==> config.mk <==
export PLATFORM = sky130hd
export DESIGN_NAME = pc_fetch_sequencer_flat
export DESIGN_NICKNAME = d
export VERILOG_FILES = /design/src/rtl/femto_pkg.sv /design/src/rtl/pc_fetch_sequencer_if.sv /design/src/rtl/pc_redirect_buf.sv /design/src/rtl/pc_fetch_sequencer.sv /design/src/flat_wrapper.sv
export SDC_FILE = /design/constraint.sdc
export NUM_CORES = 1
export LEC_CHECK = 0
export ABC_AREA = 0
export CAP_MARGIN = 20
export CORE_ASPECT_RATIO = 0.9
export CORE_MARGIN = 4
export CORE_UTILIZATION = 44
export CTS_BUF_LIST = sky130_fd_sc_hd__clkbuf_16
export CTS_CLUSTER_SIZE = 12
export DETAILED_ROUTE_END_ITERATION = 10
export PLACE_DENSITY = 0.92
export REMOVE_ABC_BUFFERS = 1
export SYNTH_ARGS = -nofsm -noshare
export SYNTH_HDL_FRONTEND = slang
export SYNTH_SLANG_ARGS = --single-unit
==> constraint.sdc <==
create_clock -name clk -period 8.8 [get_ports clk]
set_input_delay 0.88 -clock clk [delete_from_list [all_inputs] [get_ports clk]]
set_output_delay 0.88 -clock clk [all_outputs]
set_load 0.1 [all_outputs]
==> src/rtl/femto_pkg.sv <==
// Shared types and constants for the PC fetch sequencer.
// FETCH_MISALIGN_TRAP_EN adds the HALT state used by the misaligned-target trap.
package femto_pkg;

  typedef enum logic [2:0] {
    ST_BOOT,
    ST_ARB,
    ST_FETCH,
    ST_DATA
`ifdef FETCH_MISALIGN_TRAP_EN
    , ST_HALT
`endif
  } state_e;

  localparam int unsigned PC_INC = 4;

  localparam logic MEM_SEL_FETCH = 1'b0;
  localparam logic MEM_SEL_DATA  = 1'b1;

  localparam logic [31:0] DEFAULT_RESET_VEC = 32'h0000_0000;

endpackage

==> src/rtl/pc_fetch_sequencer_if.sv <==
// Bundle of PC-register, hazard, data-request and memory-port signals around the sequencer.
// FETCH_MISALIGN_TRAP_EN adds the fetch_misaligned status output.
interface pc_fetch_sequencer_if #(
  parameter int XLEN = 32
);
  logic [XLEN-1:0] pc_q;
  logic [XLEN-1:0] pc_d;
  logic            pc_load;
  logic            stall;
  logic            branch_taken;
  logic [XLEN-1:0] branch_target;
  logic            data_req;
  logic            data_grant;
  logic            data_done;
  logic            mem_req;
  logic            mem_sel;
  logic [XLEN-1:0] mem_addr_fetch;
  logic            mem_ready;
  logic            instr_valid;
`ifdef FETCH_MISALIGN_TRAP_EN
  logic            fetch_misaligned;
`endif

  modport master (
    input  pc_q, stall, branch_taken, branch_target, data_req, mem_ready,
    output pc_d, pc_load, data_grant, data_done, mem_req, mem_sel,
           mem_addr_fetch, instr_valid
`ifdef FETCH_MISALIGN_TRAP_EN
    , output fetch_misaligned
`endif
  );

  modport slave (
    output pc_q, stall, branch_taken, branch_target, data_req, mem_ready,
    input  pc_d, pc_load, data_grant, data_done, mem_req, mem_sel,
           mem_addr_fetch, instr_valid
`ifdef FETCH_MISALIGN_TRAP_EN
    , input fetch_misaligned
`endif
  );

endinterface

==> src/rtl/pc_redirect_buf.sv <==
// Pending-redirect holder: captures branch targets, lets a newer one overwrite,
// releases on the next PC load, and flags a fetch made stale by a redirect.
module pc_redirect_buf #(
  parameter int XLEN = 32
) (
  input  logic            clk,
  input  logic            rst,
  input  logic            capture_i,
  input  logic [XLEN-1:0] target_i,
  input  logic            consume_i,
  input  logic            in_fetch_i,
  output logic            redir_vld_o,
  output logic [XLEN-1:0] redir_tgt_o,
  output logic            squash_o
);

  logic            pend_vld_q, pend_vld_d;
  logic            squash_q, squash_d;
  logic [XLEN-1:0] pend_tgt_q;

  always_comb begin
    pend_vld_d = pend_vld_q;
    if (consume_i)      pend_vld_d = 1'b0;
    else if (capture_i) pend_vld_d = 1'b1;

    // Squash only tracks redirects that land while a fetch is outstanding.
    squash_d = squash_q;
    if (consume_i || !in_fetch_i) squash_d = 1'b0;
    else if (capture_i)           squash_d = 1'b1;
  end

  always_ff @(posedge clk or negedge rst) begin
    if (!rst) begin
      pend_vld_q <= 1'b0;
      squash_q   <= 1'b0;
    end else begin
      pend_vld_q <= pend_vld_d;
      squash_q   <= squash_d;
    end
  end

  always_ff @(posedge clk) begin
    if (capture_i && !consume_i) pend_tgt_q <= target_i;
  end

  // A live pulse wins over anything already pending.
  assign redir_vld_o = capture_i | pend_vld_q;
  assign redir_tgt_o = capture_i ? target_i : pend_tgt_q;
  assign squash_o    = squash_q | (capture_i & in_fetch_i);

endmodule

==> src/rtl/pc_fetch_sequencer.sv <==
// Drives the PC register and arbitrates one memory port between fetch and data access.
// FETCH_MISALIGN_TRAP_EN: misaligned redirect targets halt the sequencer instead of being aligned.
module pc_fetch_sequencer
  import femto_pkg::*;
#(
  parameter int              XLEN      = 32,
  parameter logic [XLEN-1:0] RESET_VEC = XLEN'(DEFAULT_RESET_VEC)
) (
  input  logic                   clk,
  input  logic                   rst,
  pc_fetch_sequencer_if.master   bus
);

  state_e          state_q, state_d;
  logic            out_en_q;
  logic            last_q, last_d;
  logic            pc_load;
  logic [XLEN-1:0] pc_d;
  logic            data_done;
  logic            instr_valid;
  logic            redir_vld;
  logic [XLEN-1:0] redir_tgt;
  logic [XLEN-1:0] tgt_load;
  logic            squash;

  pc_redirect_buf #(.XLEN(XLEN)) u_redirect (
    .clk         (clk),
    .rst         (rst),
    .capture_i   (bus.branch_taken && (state_q != ST_BOOT)),
    .target_i    (bus.branch_target),
    .consume_i   (pc_load),
    .in_fetch_i  (state_q == ST_FETCH),
    .redir_vld_o (redir_vld),
    .redir_tgt_o (redir_tgt),
    .squash_o    (squash)
  );

`ifdef FETCH_MISALIGN_TRAP_EN
  logic tgt_bad;
  logic misaligned_q;
  assign tgt_bad  = |redir_tgt[1:0];
  assign tgt_load = redir_tgt;
`else
  assign tgt_load = redir_tgt & ~XLEN'(3);
`endif

  always_comb begin
    state_d     = state_q;
    last_d      = last_q;
    pc_load     = 1'b0;
    pc_d        = '0;
    data_done   = 1'b0;
    instr_valid = 1'b0;
    case (state_q)
      ST_BOOT: begin
        if (out_en_q) begin
          pc_load = 1'b1;
          pc_d    = RESET_VEC;
          state_d = ST_ARB;
        end
      end
      ST_ARB: begin
        if (redir_vld) begin
`ifdef FETCH_MISALIGN_TRAP_EN
          if (tgt_bad) state_d = ST_HALT;
          else
`endif
          begin
            pc_load = 1'b1;
            pc_d    = tgt_load;
          end
        end else if (bus.data_req && (!last_q || bus.stall)) begin
          state_d = ST_DATA;
        end else if (!bus.stall) begin
          state_d = ST_FETCH;
        end
      end
      ST_FETCH: begin
        if (bus.mem_ready) begin
          last_d      = 1'b0;
          state_d     = ST_ARB;
          instr_valid = !squash;
          if (redir_vld) begin
`ifdef FETCH_MISALIGN_TRAP_EN
            if (tgt_bad) state_d = ST_HALT;
            else
`endif
            begin
              pc_load = 1'b1;
              pc_d    = tgt_load;
            end
          end else begin
            pc_load = 1'b1;
            pc_d    = bus.pc_q + XLEN'(PC_INC);
          end
        end
      end
      ST_DATA: begin
        if (bus.mem_ready) begin
          data_done = 1'b1;
          last_d    = 1'b1;
          state_d   = ST_ARB;
        end
      end
      default: state_d = state_q;
    endcase
  end

  // out_en_q keeps BOOT quiet until the first clock edge after reset release.
  always_ff @(posedge clk or negedge rst) begin
    if (!rst) begin
      state_q  <= ST_BOOT;
      out_en_q <= 1'b0;
      last_q   <= 1'b0;
    end else begin
      state_q  <= state_d;
      out_en_q <= 1'b1;
      last_q   <= last_d;
    end
  end

`ifdef FETCH_MISALIGN_TRAP_EN
  always_ff @(posedge clk or negedge rst) begin
    if (!rst)                    misaligned_q <= 1'b0;
    else if (state_d == ST_HALT) misaligned_q <= 1'b1;
  end
  assign bus.fetch_misaligned = misaligned_q;
`endif

  assign bus.pc_load        = pc_load;
  assign bus.pc_d           = pc_d;
  assign bus.data_done      = data_done;
  assign bus.instr_valid    = instr_valid;
  assign bus.mem_req        = (state_q == ST_FETCH) || (state_q == ST_DATA);
  assign bus.mem_sel        = (state_q == ST_DATA) ? MEM_SEL_DATA : MEM_SEL_FETCH;
  assign bus.data_grant     = (state_q == ST_DATA);
  assign bus.mem_addr_fetch = (state_q == ST_FETCH) ? bus.pc_q : '0;

endmodule

==> src/flat_wrapper.sv <==
// flat-port wrapper written by rule: the top's interface ports become plain ports
module pc_fetch_sequencer_flat import femto_pkg::*;
#(
  parameter int              XLEN      = 32,
  parameter logic [XLEN-1:0] RESET_VEC = XLEN'(DEFAULT_RESET_VEC)
)
  (clk, rst, bus_pc_q, bus_stall, bus_branch_taken, bus_branch_target, bus_data_req, bus_mem_ready, bus_pc_d, bus_pc_load, bus_data_grant, bus_data_done, bus_mem_req, bus_mem_sel, bus_mem_addr_fetch, bus_instr_valid);
  pc_fetch_sequencer_if #(.XLEN(XLEN)) bus_i ();
  input  logic clk;
  input  logic rst;
  input wire logic [$bits(bus_i.pc_q)-1:0] bus_pc_q;
  input wire logic [$bits(bus_i.stall)-1:0] bus_stall;
  input wire logic [$bits(bus_i.branch_taken)-1:0] bus_branch_taken;
  input wire logic [$bits(bus_i.branch_target)-1:0] bus_branch_target;
  input wire logic [$bits(bus_i.data_req)-1:0] bus_data_req;
  input wire logic [$bits(bus_i.mem_ready)-1:0] bus_mem_ready;
  output wire logic [$bits(bus_i.pc_d)-1:0] bus_pc_d;
  output wire logic [$bits(bus_i.pc_load)-1:0] bus_pc_load;
  output wire logic [$bits(bus_i.data_grant)-1:0] bus_data_grant;
  output wire logic [$bits(bus_i.data_done)-1:0] bus_data_done;
  output wire logic [$bits(bus_i.mem_req)-1:0] bus_mem_req;
  output wire logic [$bits(bus_i.mem_sel)-1:0] bus_mem_sel;
  output wire logic [$bits(bus_i.mem_addr_fetch)-1:0] bus_mem_addr_fetch;
  output wire logic [$bits(bus_i.instr_valid)-1:0] bus_instr_valid;
  assign bus_i.pc_q = bus_pc_q;
  assign bus_i.stall = bus_stall;
  assign bus_i.branch_taken = bus_branch_taken;
  assign bus_i.branch_target = bus_branch_target;
  assign bus_i.data_req = bus_data_req;
  assign bus_i.mem_ready = bus_mem_ready;
  assign bus_pc_d = bus_i.pc_d;
  assign bus_pc_load = bus_i.pc_load;
  assign bus_data_grant = bus_i.data_grant;
  assign bus_data_done = bus_i.data_done;
  assign bus_mem_req = bus_i.mem_req;
  assign bus_mem_sel = bus_i.mem_sel;
  assign bus_mem_addr_fetch = bus_i.mem_addr_fetch;
  assign bus_instr_valid = bus_i.instr_valid;
  pc_fetch_sequencer #(.XLEN(XLEN), .RESET_VEC(RESET_VEC)) u_core (.clk(clk), .rst(rst), .bus(bus_i));
endmodule
==> impl_results.rst <==
.. list-table::
   :header-rows: 1

   * - Metric
     - Value
   * - Resized Gates After CTS
     - 0
   * - Sequence of cells on the critical path
     - inv_1 -> ha_1 -> nand2_1 -> a21boi_2 -> nand2_1 -> o211ai_1 -> clkdlybuf4s50_1
   * - Worst Reg2Reg Path Length in Cells
     - 5
   * - Reg-to-Reg Start
     - u_core.state_q[0]$_DFFE_PN0P_
   * - Count of max-cap constraint violations
     - 0
   * - Commonest non-fill, non-tap cell in the layout
     - sky130_fd_sc_hd__clkdlybuf4s50_1
   * - Count of final setup violators
     - 0
   * - Reported leakage power
     - 1.57 nW
   * - Total length of routed met3 wires
     - 665 microns
   * - Routability Congestion
     - 0.820
   * - Syn Inst Count
     - ~320
   * - Delay-heaviest family, CP
     - buffers and inverters
   * - Via-to-Cell Ratio
     - about 5.5
   * - Proportion of power drawn by the clock network
     - 9.5%
   * - Clock transition at the registers of the reported paths
     - around 0.06 ns
   * - Worst-case clock buffer depth
     - 2
   * - Proportion of total power due to net switching
     - 62.8%
   * - Largest net degree at the start of global routing
     - 50
   * - H-tree depth reported by CTS
     - 2
   * - Path class of the lowest-slack min-delay path
     - reg2reg
   * - Startpoint of the worst hold path
     - u_core.last_q$_DFFE_PN0P_
   * - Achievable Freq
     - between 150 and 200 MHz
   * - Area of the multi-input gates
     - 0.00170 sq mm
   * - GRT Util Overall
     - between 20% and 30%
   * - Count of hold buffers inserted by post-cts repair
     - 0
   * - Top cell type's share of synthesized area
     - 31.6%
   * - RSZ-0062 raised after global routing
     - no
   * - Number of nets in the finished design
     - 521
   * - Area occupied by registers
     - 0.00105 sq mm
   * - First-pass iteration count of the detailed router
     - 4
   * - Inserted Clock Buffers
     - 5
   * - Final min period
     - between 5 and 6 ns
   * - Max transition margin
     - 32.3%
   * - Initial antenna violation count
     - 0
   * - Design internal power
     - 665 uW
   * - Final TNS setup
     - 0 ns
   * - Synthesis warning total
     - 0
   * - Commonest register cell after synthesis
     - sky130_fd_sc_hd__edfxtp_1
   * - Synth Register Bits
     - 36
   * - Reg-to-Reg End
     - u_core.u_redirect.pend_tgt_q[15]$_DFFE_PP_
   * - Clock net sink count
     - 36
   * - Root Buffer
     - sky130_fd_sc_hd__clkbuf_16
   * - Worst-skew pair later-pin latency
     - 0.28 ns
   * - Buffers and inverters on the worst path
     - 2
   * - Kind of capture point of the worst setup path
     - output pin
   * - Number of vias after detailed routing
     - just under 3,000
   * - Starting utilization of the core area
     - 45.9%
   * - Area growth, synth to finish
     - 54.7%
   * - Cell type contributing the most total cell area after synthesis
     - sky130_fd_sc_hd__edfxtp_1
   * - Worst Hold Path EP
     - u_core.last_q$_DFFE_PN0P_
   * - Period utilization
     - 61.7%
   * - Post-DR wirelength/cell
     - between 15 and 20 microns
   * - Synth area leaders
     - sky130_fd_sc_hd__edfxtp_1 (32%), sky130_fd_sc_hd__and2_1 (7.5%), sky130_fd_sc_hd__dfrtp_1 (5.3%)
   * - Die width
     - 92.9 microns
   * - Routed length on met2
     - approximately 4.5 mm
   * - Die area
     - 0.00783 sq mm
   * - Slew Limit Fails
     - 0
   * - Floorplan row count
     - 27
   * - Die outline height
     - approximately 84 microns
   * - First-pass GRT wire length
     - 14.5 mm
   * - Cell depth of the worst hold path
     - 1
   * - Core Region
     - 0.00622 sq mm
   * - Type of origin of the critical path
     - flop
   * - Final ANT Viol Nets
     - 0
   * - Slew at the pin closest to its max-slew limit
     - 1.01 ns
   * - Antenna diode count
     - 0
   * - Worst IR Drop VDD
     - 341 uV
   * - Kind of critical path
     - reg2out
   * - TritonCTS clock tree
     - built
   * - Status
     - completed
   * - DRC viols
     - 0
   * - Power density of the placed cells
     - between 400 and 500 mW/mm^2
   * - Longest individual stage delay on the worst path
     - 1.18 ns
   * - Maximum fanout along the worst path
     - 35
   * - Ys async rst share
     - 16.7%
   * - Worst hold slack
     - 0.479 ns
   * - Cell type with the highest occurrence count on the critical path
     - sky130_fd_sc_hd__nand2_1
   * - Final number of hold-violating endpoints
     - 0
   * - Number of distinct library cells after synthesis
     - 49
   * - Worst path required time
     - 7.92 ns
   * - Number of enable-type register cells in the synthesized netlist
     - 30
   * - Switching pwr
     - 1.12 mW
   * - # IOs
     - 140
   * - Leftover overflow at the end of global routing
     - 0
   * - Combinational group share of total power
     - between 70 and 80%
   * - Most frequent cells in the layout
     - sky130_fd_sc_hd__clkdlybuf4s50_1 (137), sky130_fd_sc_hd__and2_1 (34), sky130_fd_sc_hd__edfxtp_1 (30)
   * - Number of global-route vias before repair
     - around 3,000
   * - Number of setup buffers added after CTS
     - 0
   * - Top layer reached by signal wires
     - met4
   * - Signal arrival time at the worst endpoint
     - 4.55 ns
   * - Fillcell total
     - 495
   * - Worst setup skew after layout
     - 0.00484 ns
   * - Total standard cell area after synthesis
     - between 0.002 and 0.003 sq mm
   * - Sequential fraction of the synthesis area
     - 36.9%
   * - Register-to-Register Setup Slack
     - 5.94 ns
   * - Final HPWL DP
     - slightly below 7 mm
   * - Proportion of layout cells with a drive suffix above 1
     - 5.37%
   * - Post-route met1 wirelength
     - 3.82 mm
   * - Sequential cell fraction of total power
     - 14.8%
   * - PortBufs
     - 137
   * - DRC violation total after the first TritonRoute iteration
     - 134
   * - Crit-path slowest cell
     - sky130_fd_sc_hd__clkdlybuf4s50_1
   * - Final WL
     - about 9 mm
   * - Syn Area/Cell
     - around 9.0 sq um
-- area by class of cell --
cell class,instances,share of cell area [%]
tap,87,2.47
multi-input combinational,257,38.4
sequential,36,23.8
clock buffer,5,2.84
clock inverter,3,0.312
inverter,6,0.511
timing repair buffer,140,31.6
-- synth_stat cells (5+ instances only) --
library cell / count
sky130_fd_sc_hd__nor3_1: 5
sky130_fd_sc_hd__clkbuf_1: 13
sky130_fd_sc_hd__o211ai_1: 17
sky130_fd_sc_hd__ha_1: 5
sky130_fd_sc_hd__nor2_1: 16
sky130_fd_sc_hd__xnor2_1: 9
sky130_fd_sc_hd__edfxtp_1: 30
sky130_fd_sc_hd__and3_1: 9
sky130_fd_sc_hd__inv_1: 6
sky130_fd_sc_hd__o21ai_0: 12
sky130_fd_sc_hd__nand3b_1: 15
sky130_fd_sc_hd__a21oi_1: 23
sky130_fd_sc_hd__nand3_1: 15
sky130_fd_sc_hd__nand2_1: 29
sky130_fd_sc_hd__dfrtp_1: 6
sky130_fd_sc_hd__nand4_1: 8
sky130_fd_sc_hd__xor2_1: 16
sky130_fd_sc_hd__and2_1: 34
-- state kept, by name, indices dropped and copies added, names as in the netlist --
name	count
u_core.state_q	2
u_core.u_redirect.pend_vld_q	1
u_core.last_q	1
u_core.out_en_q	1
u_core.u_redirect.pend_tgt_q	30
u_core.u_redirect.squash_q	1
-- power by group through the flow --
stage	Clock [mW]	Combinational, mW	Sequential, mW
global placement	0	1.34	0.265
finish	0.169	1.35	0.265
CTS	0.171	1.36	0.265
global route	0.178	1.41	0.270
floorplan	0	1.00	0.283
detailed placement	0	1.35	0.268
-- how the worst max path moves through the flow --
| stage | from | to | slack [ns] | depth (start not counted) |
|---|---|---|---|---|
| after floorplan | bus_branch_taken | bus_pc_d[26] | 3.58 | 3 |
| after global placement | bus_branch_taken | bus_pc_d[17] | 3.65 | 8 |
| after detailed placement | bus_branch_taken | bus_pc_d[12] | 3.60 | 8 |
| after CTS | u_core.state_q[0]$_DFFE_PN0P_ | bus_pc_d[12] | 3.32 | 7 |
| after global routing | u_core.state_q[0]$_DFFE_PN0P_ | bus_pc_d[12] | 3.05 | 7 |
| final | u_core.state_q[0]$_DFFE_PN0P_ | bus_pc_d[12] | 3.37 | 7 |
-- metal layers --
metal	global-route usage, %	vias to the layer above
met5	0	-
met4	6.26	0
met3	5.11	11
met2	38.7	107
met1	29.1	1395
li1	-	1422
-- kinds of logic (layout without fill, tap and decap cells) --
| group | after synthesis | in the layout | share of synthesized area, % |
|---|---|---|---|
| compound gates | 66 | 66 | 14.6 |
| xor+xnor | 25 | 25 | 7.68 |
| fa+ha+maj | 5 | 5 | 2.19 |
| buf+inv | 25 | 154 | 4.04 |
| flops | 36 | 36 | 36.9 |
| mux | 6 | 6 | 2.19 |
| other cells | 1 | 1 | 0.132 |
| simple gates | 154 | 154 | 32.3 |
-- through the flow --
| step | power, mW | setup slack, ns | utilization, % | instance area, sq um | cells |
|---|---|---|---|---|---|
| after CTS | 1.79 | 3.32 | 71.0 | 4410 | 534 |
| after floorplan | 1.29 | 3.58 | - | 2760 | 299 |
| after global routing | 1.86 | 3.05 | 71.0 | 4410 | 534 |
| after detailed placement | 1.62 | 3.60 | 68.7 | 4270 | 526 |
| after global placement | 1.60 | 3.65 | 68.7 | 4270 | 526 |
| final | 1.79 | 3.37 | 71.0 | 4410 | 534 |
No activity file was read; power rests on OpenSTA's default activity.
